## config.mk

```make
export PLATFORM = sky130hd
export DESIGN_NAME = counter_ctrl_flat
export DESIGN_NICKNAME = d
export VERILOG_FILES = /design/src/rtl/counter_ctrl_if.sv /design/src/rtl/counter_ctrl.sv /design/src/flat_wrapper.sv
export SDC_FILE = /design/constraint.sdc
export NUM_CORES = 1
export LEC_CHECK = 0
export BUFFER_PORTS_ARGS = -buffer_cell sky130_fd_sc_hd__buf_4
export CAP_MARGIN = 20
export CORE_AREA = 5 5 123 125
export DETAILED_ROUTE_END_ITERATION = 10
export DIE_AREA = 0 0 128 130
export PLACE_DENSITY = 0.76
export REMOVE_ABC_BUFFERS = 1
export SLEW_MARGIN = 20
export SYNTH_ARGS = -nofsm -noshare
export SYNTH_HDL_FRONTEND = slang
export SYNTH_SLANG_ARGS = --single-unit
export TNS_END_PERCENT = 30
```

## constraint.sdc

```tcl
create_clock -name clk -period 11.6 [get_ports clk]
set_input_delay 1.16 -clock clk [delete_from_list [all_inputs] [get_ports clk]]
set_output_delay 1.16 -clock clk [all_outputs]
set_load 0.01 [all_outputs]
```

## src/rtl/counter_ctrl_if.sv

```systemverilog
// CPU I/O bus seen by counter_ctrl: single-cycle read/write strobes on a 2-bit register address.
// The master drives strobes and write data; the slave returns registered read data.
interface counter_ctrl_if;
    logic        we;
    logic        re;
    logic [1:0]  addr;
    logic [31:0] wdata;
    logic [31:0] rdata;

    modport master (output we, output re, output addr, output wdata, input rdata);
    modport slave  (input we, input re, input addr, input wdata, output rdata);
endinterface

```

## src/rtl/counter_ctrl.sv

```systemverilog
// MMIO controller that loads and monitors an external down-counter in the clk0 domain.
// Supports one-shot and periodic modes and raises a maskable expiry interrupt.
module counter_ctrl #(
    parameter int unsigned SYNC_STAGES = 2,
    parameter int unsigned ARM_TIMEOUT = 64
) (
    input  logic                 clk,
    input  logic                 rst,
    counter_ctrl_if.slave        io,
    output logic                 cnt_we,
    output logic [31:0]          cnt_val,
    input  logic                 cnt_expired,
    input  logic [31:0]          cnt_value,
    output logic                 irq
);

    localparam int unsigned TW = $clog2(ARM_TIMEOUT + 1);

    localparam logic [1:0] AddrCtrl   = 2'd0;
    localparam logic [1:0] AddrLoad   = 2'd1;
    localparam logic [1:0] AddrStatus = 2'd2;
    localparam logic [1:0] AddrCount  = 2'd3;

    typedef enum logic [2:0] {
        StIdle = 3'd0,
        StLoad = 3'd1,
        StArm  = 3'd2,
        StRun  = 3'd3,
        StExp  = 3'd4
    } state_e;

    state_e                 state_q, state_d;
    logic                   en_q, en_d;
    logic                   auto_q, auto_d;
    logic                   ie_q, ie_d;
    logic [31:0]            load_q, load_d;
    logic                   pend_q, pend_d;
    logic                   err_q, err_d;
    logic                   start_q, start_d;
    logic [TW-1:0]          arm_cnt_q, arm_cnt_d;
    logic                   cnt_we_q, cnt_we_d;
    logic [31:0]            cnt_val_q, cnt_val_d;
    logic [31:0]            rdata_q, rdata_d;
    logic                   irq_q, irq_d;
    logic [SYNC_STAGES-1:0] exp_sync_q, exp_sync_d;
    logic [31:0]            count_s1_q, count_s1_d;
    logic [31:0]            count_s2_q, count_s2_d;

    logic ctrl_wr, load_wr, status_wr, disable_wr, expired;

    assign ctrl_wr    = io.we && (io.addr == AddrCtrl);
    assign load_wr    = io.we && (io.addr == AddrLoad);
    assign status_wr  = io.we && (io.addr == AddrStatus);
    assign disable_wr = ctrl_wr && !io.wdata[0];
    assign expired    = exp_sync_q[SYNC_STAGES-1];

    always_comb begin
        state_d    = state_q;
        en_d       = en_q;
        auto_d     = auto_q;
        ie_d       = ie_q;
        load_d     = load_q;
        pend_d     = pend_q;
        err_d      = err_q;
        start_d    = 1'b0;
        arm_cnt_d  = arm_cnt_q;
        cnt_we_d   = 1'b0;
        cnt_val_d  = cnt_val_q;
        rdata_d    = rdata_q;
        exp_sync_d = {exp_sync_q[SYNC_STAGES-2:0], cnt_expired};
        count_s1_d = cnt_value;
        count_s2_d = count_s1_q;

        if (ctrl_wr) begin
            en_d    = io.wdata[0];
            auto_d  = io.wdata[1];
            ie_d    = io.wdata[2];
            start_d = io.wdata[0] && !en_q;
        end
        if (load_wr) begin
            load_d = io.wdata;
        end
        // Software clears are applied first so that hardware sets below win.
        if (status_wr) begin
            if (io.wdata[0]) pend_d = 1'b0;
            if (io.wdata[2]) err_d = 1'b0;
        end

        if (disable_wr) begin
            state_d = StIdle;
        end else begin
            unique case (state_q)
                StIdle: begin
                    if (start_q) begin
                        if (load_q == 32'd0) begin
                            err_d = 1'b1;
                            en_d  = 1'b0;
                        end else begin
                            state_d = StLoad;
                        end
                    end
                end
                StLoad: begin
                    state_d   = StArm;
                    arm_cnt_d = '0;
                end
                StArm: begin
                    if (!expired) begin
                        state_d = StRun;
                    end else if (arm_cnt_q == TW'(ARM_TIMEOUT - 1)) begin
                        err_d   = 1'b1;
                        en_d    = 1'b0;
                        state_d = StIdle;
                    end else begin
                        arm_cnt_d = arm_cnt_q + 1'b1;
                    end
                end
                StRun: begin
                    // PEND is raised on entry to EXP and held through it.
                    if (expired) begin
                        state_d = StExp;
                        pend_d  = 1'b1;
                    end
                end
                StExp: begin
                    pend_d = 1'b1;
                    if (auto_q && en_q) begin
                        state_d = StLoad;
                    end else begin
                        state_d = StIdle;
                        en_d    = 1'b0;
                    end
                end
                default: state_d = StIdle;
            endcase
        end

        if (state_d == StLoad) begin
            cnt_we_d  = 1'b1;
            cnt_val_d = load_d;
        end

        if (io.re) begin
            unique case (io.addr)
                AddrCtrl:   rdata_d = {29'd0, ie_q, auto_q, en_q};
                AddrLoad:   rdata_d = load_q;
                AddrStatus: rdata_d = {26'd0, state_q, err_q, (state_q != StIdle), pend_q};
                AddrCount:  rdata_d = count_s2_q;
                default:    rdata_d = 32'd0;
            endcase
        end

        irq_d = pend_q && ie_q;
    end

    always_ff @(posedge clk or posedge rst) begin
        if (rst) begin
            state_q    <= StIdle;
            en_q       <= 1'b0;
            auto_q     <= 1'b0;
            ie_q       <= 1'b0;
            load_q     <= 32'd0;
            pend_q     <= 1'b0;
            err_q      <= 1'b0;
            start_q    <= 1'b0;
            arm_cnt_q  <= '0;
            cnt_we_q   <= 1'b0;
            cnt_val_q  <= 32'd0;
            rdata_q    <= 32'd0;
            irq_q      <= 1'b0;
            exp_sync_q <= '0;
            count_s1_q <= 32'd0;
            count_s2_q <= 32'd0;
        end else begin
            state_q    <= state_d;
            en_q       <= en_d;
            auto_q     <= auto_d;
            ie_q       <= ie_d;
            load_q     <= load_d;
            pend_q     <= pend_d;
            err_q      <= err_d;
            start_q    <= start_d;
            arm_cnt_q  <= arm_cnt_d;
            cnt_we_q   <= cnt_we_d;
            cnt_val_q  <= cnt_val_d;
            rdata_q    <= rdata_d;
            irq_q      <= irq_d;
            exp_sync_q <= exp_sync_d;
            count_s1_q <= count_s1_d;
            count_s2_q <= count_s2_d;
        end
    end

    assign io.rdata = rdata_q;
    assign cnt_we   = cnt_we_q;
    assign cnt_val  = cnt_val_q;
    assign irq      = irq_q;

endmodule

```

## src/flat_wrapper.sv

```systemverilog
// flat-port wrapper written by rule: the top's interface ports become plain ports
module counter_ctrl_flat 
#(
    parameter int unsigned SYNC_STAGES = 2,
    parameter int unsigned ARM_TIMEOUT = 64
)
  (clk, rst, cnt_we, cnt_val, cnt_expired, cnt_value, irq, io_we, io_re, io_addr, io_wdata, io_rdata);
  counter_ctrl_if io_i ();
  input  logic clk;
  input  logic rst;
  output logic cnt_we;
  output logic [31:0] cnt_val;
  input  logic cnt_expired;
  input  logic [31:0] cnt_value;
  output logic irq;
  input wire logic [$bits(io_i.we)-1:0] io_we;
  input wire logic [$bits(io_i.re)-1:0] io_re;
  input wire logic [$bits(io_i.addr)-1:0] io_addr;
  input wire logic [$bits(io_i.wdata)-1:0] io_wdata;
  output wire logic [$bits(io_i.rdata)-1:0] io_rdata;
  assign io_i.we = io_we;
  assign io_i.re = io_re;
  assign io_i.addr = io_addr;
  assign io_i.wdata = io_wdata;
  assign io_rdata = io_i.rdata;
  counter_ctrl #(.SYNC_STAGES(SYNC_STAGES), .ARM_TIMEOUT(ARM_TIMEOUT)) u_core (.clk(clk), .rst(rst), .io(io_i), .cnt_we(cnt_we), .cnt_val(cnt_val), .cnt_expired(cnt_expired), .cnt_value(cnt_value), .irq(irq));
endmodule
```

==> results of run 1 <==
power by group:
part,internal (mW),total [mW],switching [mW],leakage [nW]
logic,0.225,0.406,0.181,1.46
registers,0.750,0.841,0.0902,2.18
clock network,0.376,0.598,0.223,0.310
final timing paths:
path / startpoint / endpoint / slack, ns / depth (start not counted)
worst min-delay path: u_core.count_s1_q[30] / u_core.count_s2_q[30] / 0.34 / 0
worst min register to register: u_core.count_s1_q[30] / u_core.count_s2_q[30] / 0.34 / 0
worst max register to register: u_core.arm_cnt_q[0] / u_core.cnt_val[26] / 8.85 / 7
max in group asynchronous: rst / u_core.cnt_val[26] / 9.26 / 3
worst max-delay path: io_addr[1] / u_core.cnt_val[26] / 8.45 / 7
min in group asynchronous: rst / u_core.count_s2_q[18] / 0.91 / 2
state kept, by name, summed over array words and instances (netlist names), 2 cells and up:
name               cells
u_core.cnt_val        32
u_core.count_s1_q     32
u_core.count_s2_q     32
u_core.io.rdata       32
u_core.load_q         32
u_core.arm_cnt_q       7
u_core.state_q         3
u_core.exp_sync_q      2
through the flow:
| step | hold WS [ns] | area (sq um) |
|---|---|---|
| detailed placement | 0.3347 | 7787 |
| CTS | 0.3473 | 8414 |
| global placement | 0.3341 | 7787 |
| global route | 0.3527 | 8417 |
| floorplan | 0.3312 | 6514 |
| finish | 0.3428 | 8417 |
logic make-up after synthesis:
logic type / synth area share (%)
AOI/OAI and AO/OA: 6.168
muxes: 17.22
DFF: 68.10
adders and majority gates: 0.1891
buffers and inverters: 3.216
and+or+nand+nor: 5.108
synth_stat cells, types with 2 or more instances:
cell type / number
sky130_fd_sc_hd__a22oi_1: 3
sky130_fd_sc_hd__o22ai_1: 26
sky130_fd_sc_hd__mux2_1: 6
sky130_fd_sc_hd__nor4b_1: 2
sky130_fd_sc_hd__nand2_1: 13
sky130_fd_sc_hd__a21oi_1: 11
sky130_fd_sc_hd__nor3_1: 2
sky130_fd_sc_hd__mux4_2: 3
sky130_fd_sc_hd__a21o_1: 2
sky130_fd_sc_hd__nand4_1: 2
sky130_fd_sc_hd__nor2_1: 9
sky130_fd_sc_hd__buf_6: 3
sky130_fd_sc_hd__o21ai_0: 12
sky130_fd_sc_hd__and2_1: 3
sky130_fd_sc_hd__clkbuf_1: 11
sky130_fd_sc_hd__inv_1: 30
sky130_fd_sc_hd__nor2b_1: 2
sky130_fd_sc_hd__and4_1: 2
sky130_fd_sc_hd__nor4_1: 9
sky130_fd_sc_hd__buf_2: 2
sky130_fd_sc_hd__buf_1: 4
sky130_fd_sc_hd__mux2_2: 66
sky130_fd_sc_hd__nand3_1: 4
sky130_fd_sc_hd__dfrtp_1: 180
sky130_fd_sc_hd__or3_1: 2
sky130_fd_sc_hd__mux2i_1: 26
sky130_fd_sc_hd__o21ai_1: 2
sky130_fd_sc_hd__and3_1: 2
sky130_fd_sc_hd__nand2b_1: 3
routing by layer:
layer | vias up | wire (um)
li1 | 1891 | -
met2 | 137 | 7098
met4 | 0 | 165
met3 | 15 | 878
met5 | - | 0
met1 | 2075 | 5976
worst max-delay path: stages:
cell                       delay, ns
sky130_fd_sc_hd__buf_4          0.30
sky130_fd_sc_hd__or4b_4         0.60
sky130_fd_sc_hd__o21ai_1        0.14
sky130_fd_sc_hd__o21ai_1        0.11
sky130_fd_sc_hd__a221oi_4       0.23
sky130_fd_sc_hd__buf_4          0.46
sky130_fd_sc_hd__mux2_2         0.40
final cells by class:
cell class	count	share of cell area, %
multi-input cells	226	22.57
well taps	180	2.676
clock buffers	22	5.634
flip-flops and latches	180	53.52
repair buffers	139	12.40
inverters	30	1.397
clock inverters	10	1.814
==> insert_results.sql, run 1 <==
INSERT INTO impl_metrics (metric_group, metric, value, unit) VALUES
('global_routing', 'gr-usage-all-layers', '17.54', '%'),
('clock_tree', 'cts-root-to-sink-buffers', '2', ''),
('sta', 'min_period', '3.150', 'ns'),
('layout', 'num_antenna_cells', '0', ''),
('placement', 'placed_cells_incl_taps', '755', ''),
('sta', 'final-setup-viol-count', '0', ''),
('global_routing', 'met3_demand_to_capacity_share_in_global_routing', '4.503', '%'),
('power_and_ir_drop', 'p_per_area', '219.2', 'nW/um^2'),
('setup_path', 'critPathCaptureType', 'flip-flop', ''),
('synthesis', 'mappedNetlistArea', '6614', 'sq um'),
('global_routing', 'grt_start_max_net_pins', '110', ''),
('layout', 'final_util', '61.11', '%'),
('placement', 'portBuffers', '136', ''),
('power_and_ir_drop', 'finalPower', '1.845', 'mW'),
('job', 'number_of_maximum_capacitance_constraint_violations', '0', ''),
('sta', 'setup_slack', '8.450', 'ns'),
('floorplan', 'die_h', '130', 'um'),
('floorplan', 'floorplan.die.width', '128', 'um'),
('sta', 'max_clock_freq', '317.4', 'MHz'),
('setup_path', 'crit_required', '11.90', 'ns'),
('sta', 'period_share', '27.16', '%'),
('route', 'num_vias', '4118', ''),
('placement', 'hpwl', '9613', 'um'),
('synthesis', 'synth_top_flop_cell', 'sky130_fd_sc_hd__dfrtp_1', ''),
('route', 'drcViolationCount', '0', ''),
('global_routing', 'grt_util_met2', '28.40', '%'),
('synthesis', 'seq_area_frac_synth', '68.10', '%'),
('setup_path', 'worst_path_class_setup', 'in2reg', ''),
('sta', 'totalNegativeSetupSlack', '0', 'ns'),
('clock_tree', 'insertion_delay', '0.42', 'ns'),
('global_routing', 'grtUsageMet1', '22.99', '%'),
('layout', 'layout.cells.most_common', 'sky130_fd_sc_hd__dfrtp_1', ''),
('route', 'detailedRoute.firstIterationViolations', '268', ''),
('power_and_ir_drop', 'max-vdd-ir-drop', '0.1222', 'mV'),
('synthesis', 'post_synth_num_cell_types', '43', ''),
('sta', 'rsz0062_at_grt', 'false', ''),
('power_and_ir_drop', 'total_leakage_power', '3.951', 'nW'),
('synthesis', 'synth.ff_latch_count', '180', ''),
('synthesis', 'post_synth_inst_count', '456', ''),
('run_status', 'status', 'complete, no violations', ''),
('sta', 'timing_hold_violations_final', '0', ''),
('clock_tree', 'cts.reportedPaths.clkPinSlew', '0.06', 'ns'),
('layout', 'multi_input_comb_area', '1899', 'sq um'),
('synthesis', 'synth-edff-count', '0', ''),
('sta', 'clock_skew', '0.006625', 'ns'),
('clock_tree', 'ctsRootBufferMaster', 'sky130_fd_sc_hd__clkbuf_16', ''),
('clock_tree', 'numCtsBuffers', '17', ''),
('setup_path', 'worstPathMaxFanout', '40', ''),
('floorplan', 'fp-row-count', '43', ''),
('global_routing', 'number_of_global_route_vias_before_repair', '4247', ''),
('global_routing', 'globalRoute.busiestLayer', 'met2', ''),
('placement', 'post-place-ws', '8.029', 'ns'),
('synthesis', 'synth-async-reset-ratio', '100.0', '%'),
('layout', 'area_growth_syn_to_layout', '27.26', '%'),
('route', 'routed_wl', '14120', 'um'),
('layout', 'final_cell_mix', '180 x sky130_fd_sc_hd__dfrtp_1, 139 x sky130_fd_sc_hd__buf_4, 66 x sky130_fd_sc_hd__mux2_2, 29 x sky130_fd_sc_hd__inv_1', ''),
('floorplan', 'num_io_pins', '137', ''),
('route', 'firstDrtPassIters', '4', ''),
('floorplan', 'start_util', '48.02', '%'),
('layout', 'ff_latch_area', '4504', 'sq um'),
('setup_path', 'critical_path_arrival', '3.45', 'ns'),
('clock_tree', 'post-cts-setup-buffers', '0', ''),
('layout', 'filler_cell_count', '1080', ''),
('clock_tree', 'cts_hold_buffers', '0', ''),
('floorplan', 'area_of_the_die', '16640', 'sq um'),
('sta', 'timing_worst_slew_pin_value', '0.9359', 'ns'),
('route', 'viasPerCell', '5.233', ''),
('floorplan', 'core', '13770', 'sq um'),
('layout', 'layout-drive-gt1-share', '39.87', '%'),
('sta', 'finalMaxSlewViolations', '0', ''),
('route', 'routed_wire_length_per_instance', '17.94', 'um');
(Power assumes the default switching activity.)
==> run 2, diff against run 1 <==
--- a/config.mk
+++ b/config.mk
@@ -5,12 +5,13 @@
 export SDC_FILE = /design/constraint.sdc
 export NUM_CORES = 1
 export LEC_CHECK = 0
+export ABC_AREA = 1
 export BUFFER_PORTS_ARGS = -buffer_cell sky130_fd_sc_hd__buf_4
 export CAP_MARGIN = 20
-export CORE_AREA = 5 5 123 125
+export CORE_AREA = 5 5 125 127
 export DETAILED_ROUTE_END_ITERATION = 10
-export DIE_AREA = 0 0 128 130
-export PLACE_DENSITY = 0.76
+export DIE_AREA = 0 0 130 132
+export PLACE_DENSITY = 0.79
 export REMOVE_ABC_BUFFERS = 1
 export SLEW_MARGIN = 20
 export SYNTH_ARGS = -nofsm -noshare
==> constraint.sdc (replaced) <==
create_clock -name clk -period 2.55 [get_ports clk]
set_input_delay 0.255 -clock clk [delete_from_list [all_inputs] [get_ports clk]]
set_output_delay 0.255 -clock clk [all_outputs]
set_load 0.01 [all_outputs]
==> run 2 against run 1 <==
  * Sequential power rose to 4.4 times the previous value
  * Final cell count up 33%
  * Combinational power increased to 5.0 times the previous value
  * Critical path depth is 3 higher
  * Global-route usage up 2.9 points
  * Clock power grew to 4.6 times the previous value
  * Total power grew to 4.6 times the previous value
  * Synthesized cell count up 50%
  * Routed wire length is 20% higher
  * Final area increased by 7.4%
  * Worst hold slack got worse by 0.28 ns
  * First-iteration DRC count grew 81%
  * Critical endpoint is now u_core.cnt_val[8]
  * Largest power group unchanged
  * Highest routed layer unchanged
==> insert_results.sql, run 2 <==
INSERT INTO impl_metrics (metric_group, metric, value, unit) VALUES
('clock_tree', 'insertion_delay', '0.43', 'ns'),
('sta', 'timing_hold_violations_final', '0', ''),
('global_routing', 'grt_start_max_net_pins', '70', ''),
('global_routing', 'number_of_global_route_vias_before_repair', '5300', ''),
('global_routing', 'grt_antenna_before_repair', '0', ''),
('synthesis', 'synth.ff_latch_count', '180', ''),
('setup_path', 'critical_path_arrival', '2.37', 'ns'),
('clock_tree', 'cts_max_level', '4', ''),
('sta', 'period_share', '80.55', '%'),
('floorplan', 'floorplan.die.width', '130', 'um'),
('layout', 'area_growth_syn_to_layout', '31.27', '%'),
('synthesis', 'seq_area_frac_synth', '65.42', '%'),
('placement', 'hpwl', '11260', 'um'),
('sta', 'max_clock_freq', '486.8', 'MHz'),
('route', 'routed_wl', '16900', 'um'),
('sta', 'finalMaxSlewViolations', '0', ''),
('floorplan', 'num_io_pins', '137', ''),
('clock_tree', 'cts-root-to-sink-buffers', '2', ''),
('power_and_ir_drop', 'max-vdd-ir-drop', '0.4309', 'mV'),
('clock_tree', 'tritoncts_num_sinks', '180', ''),
('route', 'routed_wire_length_per_instance', '16.14', 'um'),
('route', 'num_vias', '5420', ''),
('route', 'viasPerCell', '5.177', ''),
('layout', 'filler_cell_count', '1152', ''),
('power_and_ir_drop', 'total_leakage_power', '4.525', 'nW'),
('global_routing', 'grt.overflow.total', '0', ''),
('route', 'firstDrtPassIters', '5', ''),
('sta', 'clock_skew', '0.01522', 'ns'),
('setup_path', 'crit_required', '2.87', 'ns'),
('synthesis', 'post_synth_num_cell_types', '39', ''),
('synthesis', 'post_synth_inst_count', '685', ''),
('synthesis', 'synth_top_flop_cell', 'sky130_fd_sc_hd__dfrtp_1', ''),
('sta', 'rsz0062_at_grt', 'false', ''),
('layout', 'nets', '922', ''),
('synthesis', 'yosys.cell_count.top_type', 'sky130_fd_sc_hd__nand2_1', ''),
('setup_path', 'worst_setup_path_start_kind', 'flip-flop', ''),
('synthesis', 'yosysTopAreaCell', 'sky130_fd_sc_hd__dfrtp_1', ''),
('run_status', 'status', 'complete, no violations', ''),
('layout', 'final_cell_mix', '231 x sky130_fd_sc_hd__nand2_1, 180 x sky130_fd_sc_hd__dfrtp_1, 144 x sky130_fd_sc_hd__buf_4, 55 x sky130_fd_sc_hd__nor2_1, 38 x sky130_fd_sc_hd__nand3_1', ''),
('setup_path', 'worstPathMaxFanout', '33', ''),
('global_routing', 'met3_demand_to_capacity_share_in_global_routing', '5.267', '%'),
('setup_path', 'worst_path_class_setup', 'reg2reg', ''),
('clock_tree', 'cts_tree', 'done', ''),
('floorplan', 'fp-row-count', '44', ''),
('setup_path', 'critPathCaptureType', 'flip-flop', ''),
('clock_tree', 'numCtsBuffers', '17', ''),
('clock_tree', 'ctsRootBufferMaster', 'sky130_fd_sc_hd__clkbuf_16', ''),
('global_routing', 'globalRoute.busiestLayer', 'met2', ''),
('placement', 'portBuffers', '136', ''),
('sta', 'totalNegativeSetupSlack', '0', 'ns'),
('sta', 'slew_margin_rel', '57.46', '%'),
('global_routing', 'grtUsageMet1', '28.72', '%'),
('synthesis', 'mappedNetlistArea', '6885', 'sq um'),
('route', 'drcViolationCount', '0', ''),
('layout', 'layout-drive-gt1-share', '23.41', '%'),
('synthesis', 'netlist_top_cells_area', 'sky130_fd_sc_hd__dfrtp_1 65%, sky130_fd_sc_hd__nand2_1 13%, sky130_fd_sc_hd__nand4_1 3.1%, sky130_fd_sc_hd__nor2_1 3.0%, sky130_fd_sc_hd__nand3_1 2.8%', ''),
('global_routing', 'grt_util_met2', '30.97', '%'),
('layout', 'ff_latch_area', '4504', 'sq um'),
('sta', 'timing_worst_slew_pin_value', '0.6381', 'ns'),
('job', 'number_of_maximum_capacitance_constraint_violations', '0', ''),
('sta', 'hold-worst-slack', '0.05880', 'ns'),
('synthesis', 'synth_top_area_share', '65.42', '%'),
('sta', 'min_period', '2.054', 'ns'),
('layout', 'layout.cells.most_common', 'sky130_fd_sc_hd__nand2_1', ''),
('placement', 'place_congestion', '0.8605', ''),
('sta', 'final-setup-viol-count', '0', ''),
('floorplan', 'die_h', '132', 'um'),
('route', 'detailedRoute.firstIterationViolations', '484', ''),
('global_routing', 'grt_first_pass_wirelength', '27470', 'um'),
('synthesis', 'yosys_warnings', '0', ''),
('floorplan', 'core', '14310', 'sq um'),
('synthesis', 'post_synth.cell_area_avg', '10.05', 'sq um'),
('synthesis', 'synth.cells.most_frequent', '231 x sky130_fd_sc_hd__nand2_1, 180 x sky130_fd_sc_hd__dfrtp_1, 55 x sky130_fd_sc_hd__nor2_1', ''),
('synthesis', 'synth-edff-count', '0', ''),
('clock_tree', 'cts.reportedPaths.clkPinSlew', '0.07', 'ns'),
('layout', 'multi_input_comb_area', '2097', 'sq um'),
('route', 'drtAntennaViolNets', '0', ''),
('layout', 'num_antenna_cells', '0', ''),
('global_routing', 'gr-usage-all-layers', '20.45', '%'),
('min_path', 'worstHoldPathType', 'in2reg', ''),
('clock_tree', 'ctsResizeCount', '0', ''),
('synthesis', 'synth-async-reset-ratio', '100.0', '%'),
('floorplan', 'start_util', '48.10', '%'),
('power_and_ir_drop', 'p_per_area', '937.3', 'nW/um^2'),
('floorplan', 'area_of_the_die', '17160', 'sq um');
## run 2: report_power, final
part | internal, mW | switching (mW) | leakage, nW
sequential | 3.34 | 0.345 | 2.20
combinational | 0.832 | 1.20 | 2.02
clock | 1.61 | 1.15 | 0.306
total | 5.78 | 2.70 | 4.53
## run 2: kinds of logic (layout without fill, tap and decap cells)
kind of cell,Yosys count,count (layout),share of synthesized area [%]
xor+xnor,4,4,0.5088
buf+inv,63,241,4.125
fa+ha+maj,1,1,0.1817
mux,2,2,0.3089
flops,180,180,65.42
simple gates,379,379,24.44
compound gates,56,56,5.016
## run 2: repair_timing
item,in CTS,in global routing
setup buffers,0,0
hold buffers,34,0
endpoints found under the hold margin,99,0
## run 2: final cells by class
cell class / instances / area share [%]
Clock buffer: 19 / 4.900
Timing Repair Buffer: 180 / 16.17
Tap cell: 184 / 2.547
Inverter: 29 / 1.260
Multi-Input combinational cell: 442 / 23.20
Sequential cell: 180 / 49.83
Clock inverter: 13 / 2.090
## run 2: metal layers
metal	wire length, um	vias up
met4	308	0
met2	8069	210
met5	0	-
met3	1390	22
li1	-	2569
met1	7134	2619
## run 2: per-stage QoR
| stage | instances | power [mW] | cell area [sq um] | setup WS, ns | util [%] |
|---|---|---|---|---|---|
| floorplan | 651 | 4.726 | 6710 | -2.592 | - |
| global placement | 981 | 5.647 | 8066 | 0.6117 | 56.35 |
| detailed placement | 981 | 5.716 | 8066 | 0.5040 | 56.35 |
| CTS | 1047 | 8.525 | 9039 | 0.4802 | 63.15 |
| global route | 1047 | 8.920 | 9039 | 0.2918 | 63.15 |
| finish | 1047 | 8.472 | 9039 | 0.4959 | 63.15 |
## run 2: worst max-delay path, cell delays in order (launching register included)
cell,delay [ns]
sky130_fd_sc_hd__dfrtp_1,0.40
sky130_fd_sc_hd__ha_1,0.21
sky130_fd_sc_hd__nand2_1,0.08
sky130_fd_sc_hd__clkinv_1,0.09
sky130_fd_sc_hd__nand4_4,0.11
sky130_fd_sc_hd__nand2_4,0.10
sky130_fd_sc_hd__nand2_4,0.07
sky130_fd_sc_hd__nor2_8,0.24
sky130_fd_sc_hd__nand3_4,0.38
sky130_fd_sc_hd__nand2_1,0.20
sky130_fd_sc_hd__nand2_1,0.06
## run 2: final timing paths
check / slack, ns / depth (start not counted) / end / start
min: 0.06 / 3 / u_core.auto_q / io_wdata[1]
max in group asynchronous: 1.37 / 4 / u_core.count_s2_q[20] / rst
min reg2reg: 0.34 / 0 / u_core.count_s2_q[28] / u_core.count_s1_q[28]
max: 0.50 / 10 / u_core.cnt_val[8] / u_core.arm_cnt_q[0]
min in group asynchronous: 0.45 / 3 / u_core.exp_sync_q[1] / rst
max reg2reg: 0.50 / 10 / u_core.cnt_val[8] / u_core.arm_cnt_q[0]
